===== config.mk =====
export PLATFORM = sky130hd
export DESIGN_NAME = seq_pattern_tx
export DESIGN_NICKNAME = d
export VERILOG_FILES = /design/src/rtl/seq_pattern_tx.sv
export SDC_FILE = /design/constraint.sdc
export NUM_CORES = 1
export LEC_CHECK = 0
export ABC_AREA = 1
export CORE_MARGIN = 5
export CORE_UTILIZATION = 40
export CTS_CLUSTER_SIZE = 28
export DETAILED_ROUTE_END_ITERATION = 7
export HOLD_SLACK_MARGIN = 0.15
export PLACE_DENSITY = 0.58
export REMOVE_ABC_BUFFERS = 1
export SETUP_SLACK_MARGIN = 0.05
export SLEW_MARGIN = 25
export SYNTH_ARGS = -nofsm -noshare
export SYNTH_HDL_FRONTEND = slang
export SYNTH_SLANG_ARGS = --single-unit
export TNS_END_PERCENT = 10

===== constraint.sdc =====
create_clock -name clock -period 1.6 [get_ports clock]
set_input_delay 0.32 -clock clock [delete_from_list [all_inputs] [get_ports clock]]
set_output_delay 0.32 -clock clock [all_outputs]
set_load 0.05 [all_outputs]

===== src/rtl/seq_pattern_tx.sv =====
// Bit-serial pattern transmitter: sends a latched PAT_W-bit pattern MSB-first, with repeat count and idle gap.
// Define SEQ_PATTERN_TX_PARITY_EN to append an even-parity bit to every frame.
module seq_pattern_tx #(
  parameter int PAT_W = 4,
  parameter int CNT_W = 8,
  parameter int GAP_W = 4
) (
  input  logic             clock,
  input  logic             reset,
  input  logic             start_i,
  input  logic             abort_i,
  input  logic [PAT_W-1:0] pattern_i,
  input  logic [CNT_W-1:0] repeat_i,
  input  logic [GAP_W-1:0] gap_i,
  output logic             seq_out_o,
  output logic             bit_valid_o,
  output logic             busy_o,
  output logic             frame_done_o,
  output logic             done_o
);

`ifdef SEQ_PATTERN_TX_PARITY_EN
  localparam int FRAME_W = PAT_W + 1;
`else
  localparam int FRAME_W = PAT_W;
`endif
  localparam int IDX_W = $clog2(FRAME_W);
  localparam logic [IDX_W-1:0] LAST_IDX = IDX_W'(FRAME_W - 1);

  typedef enum logic [1:0] {
    IDLE = 2'd0,
    SEND = 2'd1,
    GAP  = 2'd2,
    DONE = 2'd3
  } state_e;

  // The parity bit rides at the bottom of the shift register so SEND never special-cases it.
  function automatic logic [FRAME_W-1:0] frame_of(input logic [PAT_W-1:0] p);
`ifdef SEQ_PATTERN_TX_PARITY_EN
    return {p, ^p};
`else
    return p;
`endif
  endfunction

  state_e             state_q, state_d;
  logic [PAT_W-1:0]   pat_q, pat_d;
  logic [FRAME_W-1:0] shreg_q, shreg_d;
  logic [CNT_W-1:0]   frames_q, frames_d;
  logic [GAP_W-1:0]   gap_q, gap_d;
  logic [GAP_W-1:0]   gcnt_q, gcnt_d;
  logic [IDX_W-1:0]   bidx_q, bidx_d;

  always_ff @(posedge clock or posedge reset) begin
    if (reset) begin
      state_q  <= IDLE;
      pat_q    <= '0;
      shreg_q  <= '0;
      frames_q <= '0;
      gap_q    <= '0;
      gcnt_q   <= '0;
      bidx_q   <= '0;
    end else begin
      state_q  <= state_d;
      pat_q    <= pat_d;
      shreg_q  <= shreg_d;
      frames_q <= frames_d;
      gap_q    <= gap_d;
      gcnt_q   <= gcnt_d;
      bidx_q   <= bidx_d;
    end
  end

  always_comb begin
    state_d  = state_q;
    pat_d    = pat_q;
    shreg_d  = shreg_q;
    frames_d = frames_q;
    gap_d    = gap_q;
    gcnt_d   = gcnt_q;
    bidx_d   = bidx_q;
    unique case (state_q)
      IDLE: begin
        if (start_i) begin
          pat_d    = pattern_i;
          shreg_d  = frame_of(pattern_i);
          frames_d = (repeat_i == '0) ? CNT_W'(1) : repeat_i;
          gap_d    = gap_i;
          bidx_d   = LAST_IDX;
          state_d  = SEND;
        end
      end
      SEND: begin
        shreg_d = shreg_q << 1;
        bidx_d  = bidx_q - IDX_W'(1);
        if (bidx_q == '0) begin
          if (frames_q == CNT_W'(1)) begin
            frames_d = '0;
            bidx_d   = '0;
            state_d  = DONE;
          end else if (gap_q == '0) begin
            shreg_d  = frame_of(pat_q);
            bidx_d   = LAST_IDX;
            frames_d = frames_q - CNT_W'(1);
          end else begin
            gcnt_d   = gap_q;
            bidx_d   = '0;
            frames_d = frames_q - CNT_W'(1);
            state_d  = GAP;
          end
        end
      end
      GAP: begin
        if (gcnt_q == GAP_W'(1)) begin
          gcnt_d  = '0;
          shreg_d = frame_of(pat_q);
          bidx_d  = LAST_IDX;
          state_d = SEND;
        end else begin
          gcnt_d = gcnt_q - GAP_W'(1);
        end
      end
      DONE: state_d = IDLE;
      default: state_d = IDLE;
    endcase
    // Abort overrides everything above, including a start accepted in IDLE.
    if (abort_i) begin
      state_d  = IDLE;
      pat_d    = pat_q;
      gap_d    = gap_q;
      shreg_d  = '0;
      frames_d = '0;
      gcnt_d   = '0;
      bidx_d   = '0;
    end
  end

  always_comb begin
    seq_out_o    = (state_q == SEND) && shreg_q[FRAME_W-1];
    bit_valid_o  = (state_q == SEND);
    busy_o       = (state_q == SEND) || (state_q == GAP);
    frame_done_o = (state_q == SEND) && (bidx_q == '0);
    done_o       = (state_q == DONE);
  end

endmodule


Word level (Yosys, flattened, before mapping)
Cells that the tools add are included.
{"block": "classes", "n_eq_ne": 11, "reduce_logical": 15, "addsub": 3, "muxes": 33, "bitwise_logic": 1}
{"cell": "$mux 4", "n": 11}
{"cell": "$mux 8", "n": 5}
{"cell": "$mux 2", "n": 12}
{"cell": "$pmux 8 s2", "n": 1}
{"cell": "$ne 3x3->1 const B", "n": 4}
{"cell": "$pmux 4 s3", "n": 1}
{"cell": "$reduce_and 3->1", "n": 3}
{"cell": "$eq 8x1->1 const B", "n": 1}
{"cell": "$logic_not 8->1", "n": 1}
{"cell": "$pmux 2 s4", "n": 1}
{"cell": "$pmux 4 s2", "n": 1}
{"cell": "$reduce_and 4->1", "n": 2}
{"cell": "$sub 8x1->8 const B", "n": 1}
{"cell": "$pmux 2 s3", "n": 1}
{"cell": "$reduce_bool 3->1", "n": 2}
{"cell": "$eq 2x2->1 const B", "n": 2}
{"cell": "$eq 4x1->1 const B", "n": 1}
{"cell": "$logic_not 2->1", "n": 2}
{"cell": "$logic_not 4->1", "n": 1}
{"cell": "$ne 4x4->1 const B", "n": 1}
{"cell": "$reduce_bool 4->1", "n": 1}
{"cell": "$sub 4x1->4 const B", "n": 1}
{"cell": "$ne 3x2->1 const B", "n": 1}
{"cell": "$eq 2x1->1 const B", "n": 1}
{"cell": "4 further kinds", "n": 5}
{"block": "totals", "input_bits": 20, "ff_bits": 28}

Depth between registers and ports, before layout
Gate-level depths: netlist of run 1.
{"block": "logic_depth", "ltp_word": 6, "ltp_mapped": 12, "depth_no_buf": 12}

Worst setup path after synthesis of run 1
OpenSTA, ideal clock, no wires.
{"block": "synth_timing", "path_type": "register to output", "from": "register state_q[1]", "to": "output port frame_done_o", "arrival_ps": 1834, "path_buffers": 0, "setup_slack_ps": -554, "path_stages_with_launch": 5, "path_cell_list": "dfrtp_1 inv_1 ha_1 inv_2 nor2_1"}
{"block": "synth_via", "elab_chain_len": 2}
{"item": "start, declared", "line_no": "46", "source": "state_e state_q, state_d;"}
{"item": "start signal, assigned", "line_no": "64", "source": "state_q <= state_d;"}
{"item": "$eq 2x1->1"}
{"item": "named net bit_valid_o", "line_no": "16", "source": "output logic bit_valid_o,"}
{"item": "$logic_and 1x1->1", "line_no": "142", "source": "frame_done_o = (state_q == SEND) && (bidx_q == '0);"}
{"item": "end, declared", "line_no": "18", "source": "output logic frame_done_o,"}
The timed path passes the listed nets, and every way through them passes these cells.

Worst setup path after layout of run 1
{"block": "layout_timing", "from": "register state_q[0]", "to": "output port bit_valid_o"}
{"block": "layout_via", "elab_chain_len": 1}
{"item": "$eq 2x1->1", "line_no": "140", "source": "bit_valid_o = (state_q == SEND);"}
{"item": "end, declared", "line_no": "16"}
No other way between the ends.

==> qor.txt, run 1 <==
Status - finished with violations
Violated checks - setup timing
Most frequent cell after synthesis - nand2_1
Num CTS Buffers - 3
Yosys warning total - 0
Die area - 6050 um2
Layout area overhead - 36.1%
Crit-path max FO - 4
CP dominant cell by count - buf_12
Register-to-Register Path Depth - 11
Ys async rst share - 100%
Antenna-violating nets left - 0
Layout cell share with drive strength beyond 1 - 23.3%
Worst slew pin tran - 0.369 ns
Flop2flop setup slack - 0.06 ns
Sequential share of power - 26.1%
ANT cells - 0
TritonCTS clock tree - built
Synth top area share - 38.1%
Slowest stage cell, crit path - dfrtp_2
Worst vdd ir - 1060 uV
Slowest stage delay, CP - 0.46 ns
First-pass GRT wire length - 7460 um
Port Buffers - 24
Arrival time at the worst endpoint - 1.31 ns
Count of different cell masters after synthesis - 29
Initial antenna violation count - 0
Wire per inst - 12.5 um
Final Util - 56.6%
Clk pin slew, worst setup/hold paths - 0.10 ns
Syn Area/Cell - 7.23 um2
CP endpoint kind - output port
Worst skew pair latency - 0.27 ns
Worst hold-check path type - in2async
Tmin final - 1.63 ns
Final setup margin - -0.0273 ns
Buffers & Inverters on Critical Path - 3
H-tree depth - 1
Synth top cells by count - nand2_1, inv_1, dfrtp_1
F_max - 615 MHz
Chip height - 77.8 um
Fin Hold WS - 0.401 ns
Total grt overflow - 0
I/O pin count - 25
Core ar. - 4410 um2
Reg2Reg Launch Point - state_q[0]
Via density - 4.93
Synthesized area - 1840 um2
Sequential-to-total area share from yosys stat - 38.1%
Deepest clock path buffer count - 2
Clock Skews - 0.0115 ns
Initial DRC count - 121
Switch Pwr - 2.21 mW
Slew Viols, Final - 0
Startpoint Class - flip-flop
HPWL Detailed - 3470 um
Worst Setup Path Type - reg2out
Relative slew slack - 75.4%
Syn Inst Count - 254
Clk network pwr share - 9.0%
Switch share - 45.6%
Root buf cell - clkbuf_8
Data required, critical path - 1.28 ns
Max cap viols - 0
# DRC - 0
Drt first pass iters - 4
Area leader, netlist - dfrtp_1
Final period utilization - 102%
Post-synth EDFFs - 0
Seq cells post-synth - 28
CTS sink cnt - 28
Largest net degree at the start of global routing - 29
Gpl congestion - 0.836
GRT Util Overall - 14.8%
Int Pwr - 2.64 mW
Delay-heaviest family, CP - flip-flops
Combinational fraction of design power - 64.9%
R2r endpoint - bidx_q[0]
RSZ-0062 raised after global routing - true
PD cells - 1940 nW/um2
Vias in the first global route - 1,702
Synth area leaders - dfrtp_1, nand2_1, inv_1
Final WL - 4420 um
FP Rows - 24
Final Hold Violating Endpoints - 0
Initial core utilization - 41.6%
Main synth FF type - dfrtp_1
Layout net count - 330
Setup TNS - -0.0391 ns
Crit-path cells - ha_4 > buf_6 > buf_12 > buf_12
Width of the die - 77.8 um
Setup-failing EPs final - 3
Leak pwr - 1.24 nW
DR vias - 1,740
==> worst max-delay path by stage <==
stage                     startpoint      endpoint  slack (ns)  cells after the start
final                     state_q[0]   bit_valid_o       -0.03                      4
after global routing      state_q[0]   bit_valid_o       -0.07                      4
after CTS                 state_q[0]   bit_valid_o       -0.03                      4
after detailed placement     abort_i     gcnt_q[2]       -0.18                      8
after global placement       abort_i     gcnt_q[1]       -0.15                      8
after floorplan           state_q[1]  frame_done_o       -0.72                      4
==> cell families after synthesis <==
kind of cell               count (synthesis)  share of synthesized area [%]
AOI/OAI and AO/OA                         36                           11.2
xor gates and xnor gates                   6                           2.86
adders and majority gates                  8                           5.45
buffers and inverters                     44                           9.47
DFF                                       28                           38.1
muxes                                      3                           1.84
and+or+nand+nor                          129                           31.0
==> worst min-delay path, stage by stage <==
cell and delay, ns:
clkdlybuf4s50_1 0.39, inv_1 0.05, buf_4 0.33
==> flip-flops by register name, summed over array words and instances (netlist names) <==
name,count
bidx_q,2
frames_q,8
gap_q,4
gcnt_q,4
pat_q,4
shreg_q,4
state_q,2
==> repair_timing <==
| action | 4_1_cts | 5_1_grt |
|---|---|---|
| pin swaps | 3 | 4 |
| gates resized for setup | 14 | 19 |
| setup endpoints to repair | 14 | 26 |
| setup buffers | 4 | 0 |
| hold buffers | 0 | 0 |
==> power groups by stage <==
stage / combinational, mW / clock (mW) / sequential (mW)
finish: 3.15 / 0.438 / 1.27
global route: 3.50 / 0.487 / 1.30
CTS: 3.06 / 0.461 / 1.26
detailed placement: 2.79 / 0 / 1.26
global placement: 2.79 / 0 / 1.25
floorplan: 1.84 / 0 / 1.21
==> layout by cell type, fill, tap and decap left out, types with 8 or more instances in the layout <==
| cell | count |
|---|---|
| o21ai_0 | 8 |
| o21ai_1 | 9 |
| buf_4 | 19 |
| nand3_1 | 17 |
| dfrtp_1 | 26 |
| clkdlybuf4s50_1 | 19 |
| nor2_1 | 23 |
| a21oi_1 | 8 |
| nand2_2 | 8 |
| inv_1 | 33 |
| nand2_1 | 61 |
==> layout make-up <==
| class | count | area (um2) |
|---|---|---|
| multi-input combinational | 182 | 1040 |
| fill | 429 | 1910 |
| inverter | 40 | 153 |
| tap | 52 | 65.1 |
| clock buffer | 4 | 55.1 |
| sequential | 28 | 703 |
| timing repair buffer | 47 | 487 |
==> layer usage <==
layer	up-vias	share of wire, %	GRT usage, %	wire length [um]
li1	905	-	-	-
met1	796	48	20.1	2110
met2	35	47	24.5	2090
met3	4	3.9	2.20	172
met4	0	1.1	3.61	47
met5	-	0	0	0
==> stage by stage <==
step                      cells  total power, mW  cell area [um2]  setup slack [ns]
after floorplan             250             3.04             1810            -0.722
after global placement      345             4.04             2310            -0.146
after detailed placement    345             4.05             2310            -0.177
after CTS                   353             4.78             2460           -0.0312
after global routing        353             5.28             2500           -0.0657
final                       353             4.86             2500           -0.0273
Note: power is estimated with default switching activity, not from simulation.
==> inputs of run 2 (changes only) <==
--- a/config.mk
+++ b/config.mk
@@ -12,7 +12,6 @@
 export DETAILED_ROUTE_END_ITERATION = 7
 export HOLD_SLACK_MARGIN = 0.15
 export PLACE_DENSITY = 0.58
-export REMOVE_ABC_BUFFERS = 1
 export SETUP_SLACK_MARGIN = 0.05
 export SLEW_MARGIN = 25
 export SYNTH_ARGS = -nofsm -noshare
==> qor.txt, run 2 (synthesis results as in run 1) <==
Commonest cells after routing, fill and taps aside - nand2_1, inv_1, dfrtp_1
Data required, critical path - 1.28 ns (about the same)
Final Hold Violating Endpoints - 0 (unchanged)
TritonCTS clock tree - built
Arrival time at the worst endpoint - 1.33 ns (+0.02 ns)
Port Buffers - 24 (unchanged)
Initial antenna violation count - 0 (unchanged)
Deepest clock path buffer count - 2 (unchanged)
Tot Pwr - 4.83 mW (-0.58%)
Initial core utilization - 41.6% (unchanged)
Buffers & Inverters on Critical Path - 4 (+1)
Dpl ws - -0.157 ns (+0.0206 ns)
RSZ-0062 raised after global routing - true
Max cap viols - 0 (unchanged)
Worst slew pin tran - 0.371 ns (+0.00130 ns)
Worst hold-check path type - in2async
Antenna-violating nets left - 0 (unchanged)
DP Area - 2340 um2 (+1.2%)
Worst Setup Path Type - reg2out
Slowest stage delay, CP - 0.40 ns (-0.06 ns)
Most used routing layer - met2
Synthesized net count - 282
Layout cell share with drive strength beyond 1 - 23.1% (-0.15 points)
Crit-path max FO - 3 (-1)
CTS sink cnt - 28 (unchanged)
GRT Util Overall - 15.3% (+0.53 points)
Die area - 6050 um2 (unchanged)
Most common cell after layout, fill and taps aside - nand2_1
Final WL - 4420 um (about the same)
Gpl congestion - 0.891 (+6.5%)
Clock Skews - 0.00201 ns (-0.00949 ns)
Setup-failing EPs final - 5 (+2)
Tmin final - 1.65 ns (+0.0211 ns)
Root buf cell - clkbuf_8
H-tree depth - 1 (unchanged)
Via density - 4.92 (-0.11%)
Layout net count - 333 (+0.91%)
Max reg flops - 8 (unchanged)
Chip height - 77.8 um (unchanged)
Slowest stage cell, crit path - dfrtp_1
FP Rows - 24 (unchanged)
# DRC - 0 (unchanged)
PD cells - 1910 nW/um2 (-1.8%)
Largest net degree at the start of global routing - 29 (unchanged)
F_max - 607 MHz (-1.3%)
DR vias - 1,748 (+0.46%)
Setup TNS - -0.207 ns (-0.168 ns)
Layout area overhead - 37.8%
Met3 GRT Util - 2.08% (-0.12 points)
Fin Hold WS - 0.402 ns (+0.00104 ns)
CP endpoint kind - output port
Violated checks - setup timing
Startpoint Class - flip-flop
Num CTS Buffers - 3 (unchanged)
Reg with most FFs - frames_q
Status - finished with violations
Slew Viols, Final - 0 (unchanged)
Worst vdd ir - 1360 uV (+27%)
Final Cell Area - 2530 um2 (+1.3%)
Crit-path cells - inv_2 > ha_4 > buf_6 > nand2_4 > clkinvlp_4 > buf_12
ANT cells - 0 (unchanged)
HPWL Detailed - 3400 um (-1.8%)
Final Util - 57.3% (+0.71 points)
GR Layer Usage met2 - 24.5% (+0.083 points)
Worst skew pair latency - 0.27 ns (about the same)
Met1 GRT Util - 21.0% (+0.92 points)
Placed insts - 346 (+0.29%)
Finished Layout Cells - 355 (+0.57%)
Final period utilization - 103% (+1.3 points)
Wire per inst - 12.4 um (-0.61%)
Width of the die - 77.8 um (unchanged)
Core ar. - 4410 um2 (unchanged)
Fillcell total - 431 (+0.47%)
Leak pwr - 1.24 nW (+0.40%)
Delay-heaviest family, CP - buffers and inverters
Clk pin slew, worst setup/hold paths - 0.09 ns (about the same)
Final setup margin - -0.0484 ns (-0.0211 ns)
I/O pin count - 25 (unchanged)
Vias in the first global route - 1,709 (+0.41%)
Relative slew slack - 75.3% (-0.087 points)
First-pass GRT wire length - 7560 um (+1.4%)
Drt first pass iters - 4 (unchanged)
Total grt overflow - 0 (unchanged)
Initial DRC count - 56 (-54%)
==> run 2: layout make-up <==
type                            count  area [um2]  area share, %
Timing Repair Buffer               50         497           19.6
Multi-Input combinational cell    182        1070           42.3
Clock buffer                        3        41.3           1.63
Tap cell                           52        65.1           2.57
Sequential cell                    28         701           27.7
Inverter                           40         156           6.18
==> run 2: worst min-delay path, delay by kind of cell <==
kind	cells	cell delay, ns
buf+inv	3	0.77
==> run 2: final timing paths <==
path | start | endpoint | slack [ns] | cells after the start
max reg2reg | state_q[0] | bidx_q[1] | 0.09 | 8
min reg2reg | shreg_q[1] | shreg_q[1] | 0.48 | 2
min | reset | shreg_q[3] | 0.40 | 3
min in group clock | shreg_q[1] | shreg_q[1] | 0.48 | 2
max | state_q[1] | seq_out_o | -0.05 | 6
max in group asynchronous | reset | gcnt_q[1] | 0.92 | 3
==> run 2: power breakdown <==
part / total, mW / internal (mW) / switching (mW)
Clock: 0.389 / 0.169 / 0.220
Sequential: 1.25 / 1.01 / 0.233
Combinational: 3.19 / 1.41 / 1.78
Total: 4.83 / 2.60 / 2.23
==> run 2: routing by layer <==
layer  routed length, um  vias up
li1                    -      915
met5                   0        -
met2                2130       16
met4                  61        0
met3                  94        4
met1                2140      813
==> run 2: repair_timing <==
item	in CTS	in global routing
pin swaps	4	6
gates cloned	0	0
setup endpoints to repair	5	24
hold buffers	0	0
gates resized for setup	12	15
buffers inserted	6	0
==> inputs of run 3 (changes only) <==
--- a/config.mk
+++ b/config.mk
@@ -10,6 +10,7 @@
 export CORE_UTILIZATION = 40
 export CTS_CLUSTER_SIZE = 28
 export DETAILED_ROUTE_END_ITERATION = 7
+export GPL_ROUTABILITY_DRIVEN = 0
 export HOLD_SLACK_MARGIN = 0.15
 export PLACE_DENSITY = 0.58
 export SETUP_SLACK_MARGIN = 0.05
==> results of run 3 <==
The final DEF is identical to that of run 2; final timing and power are the same.
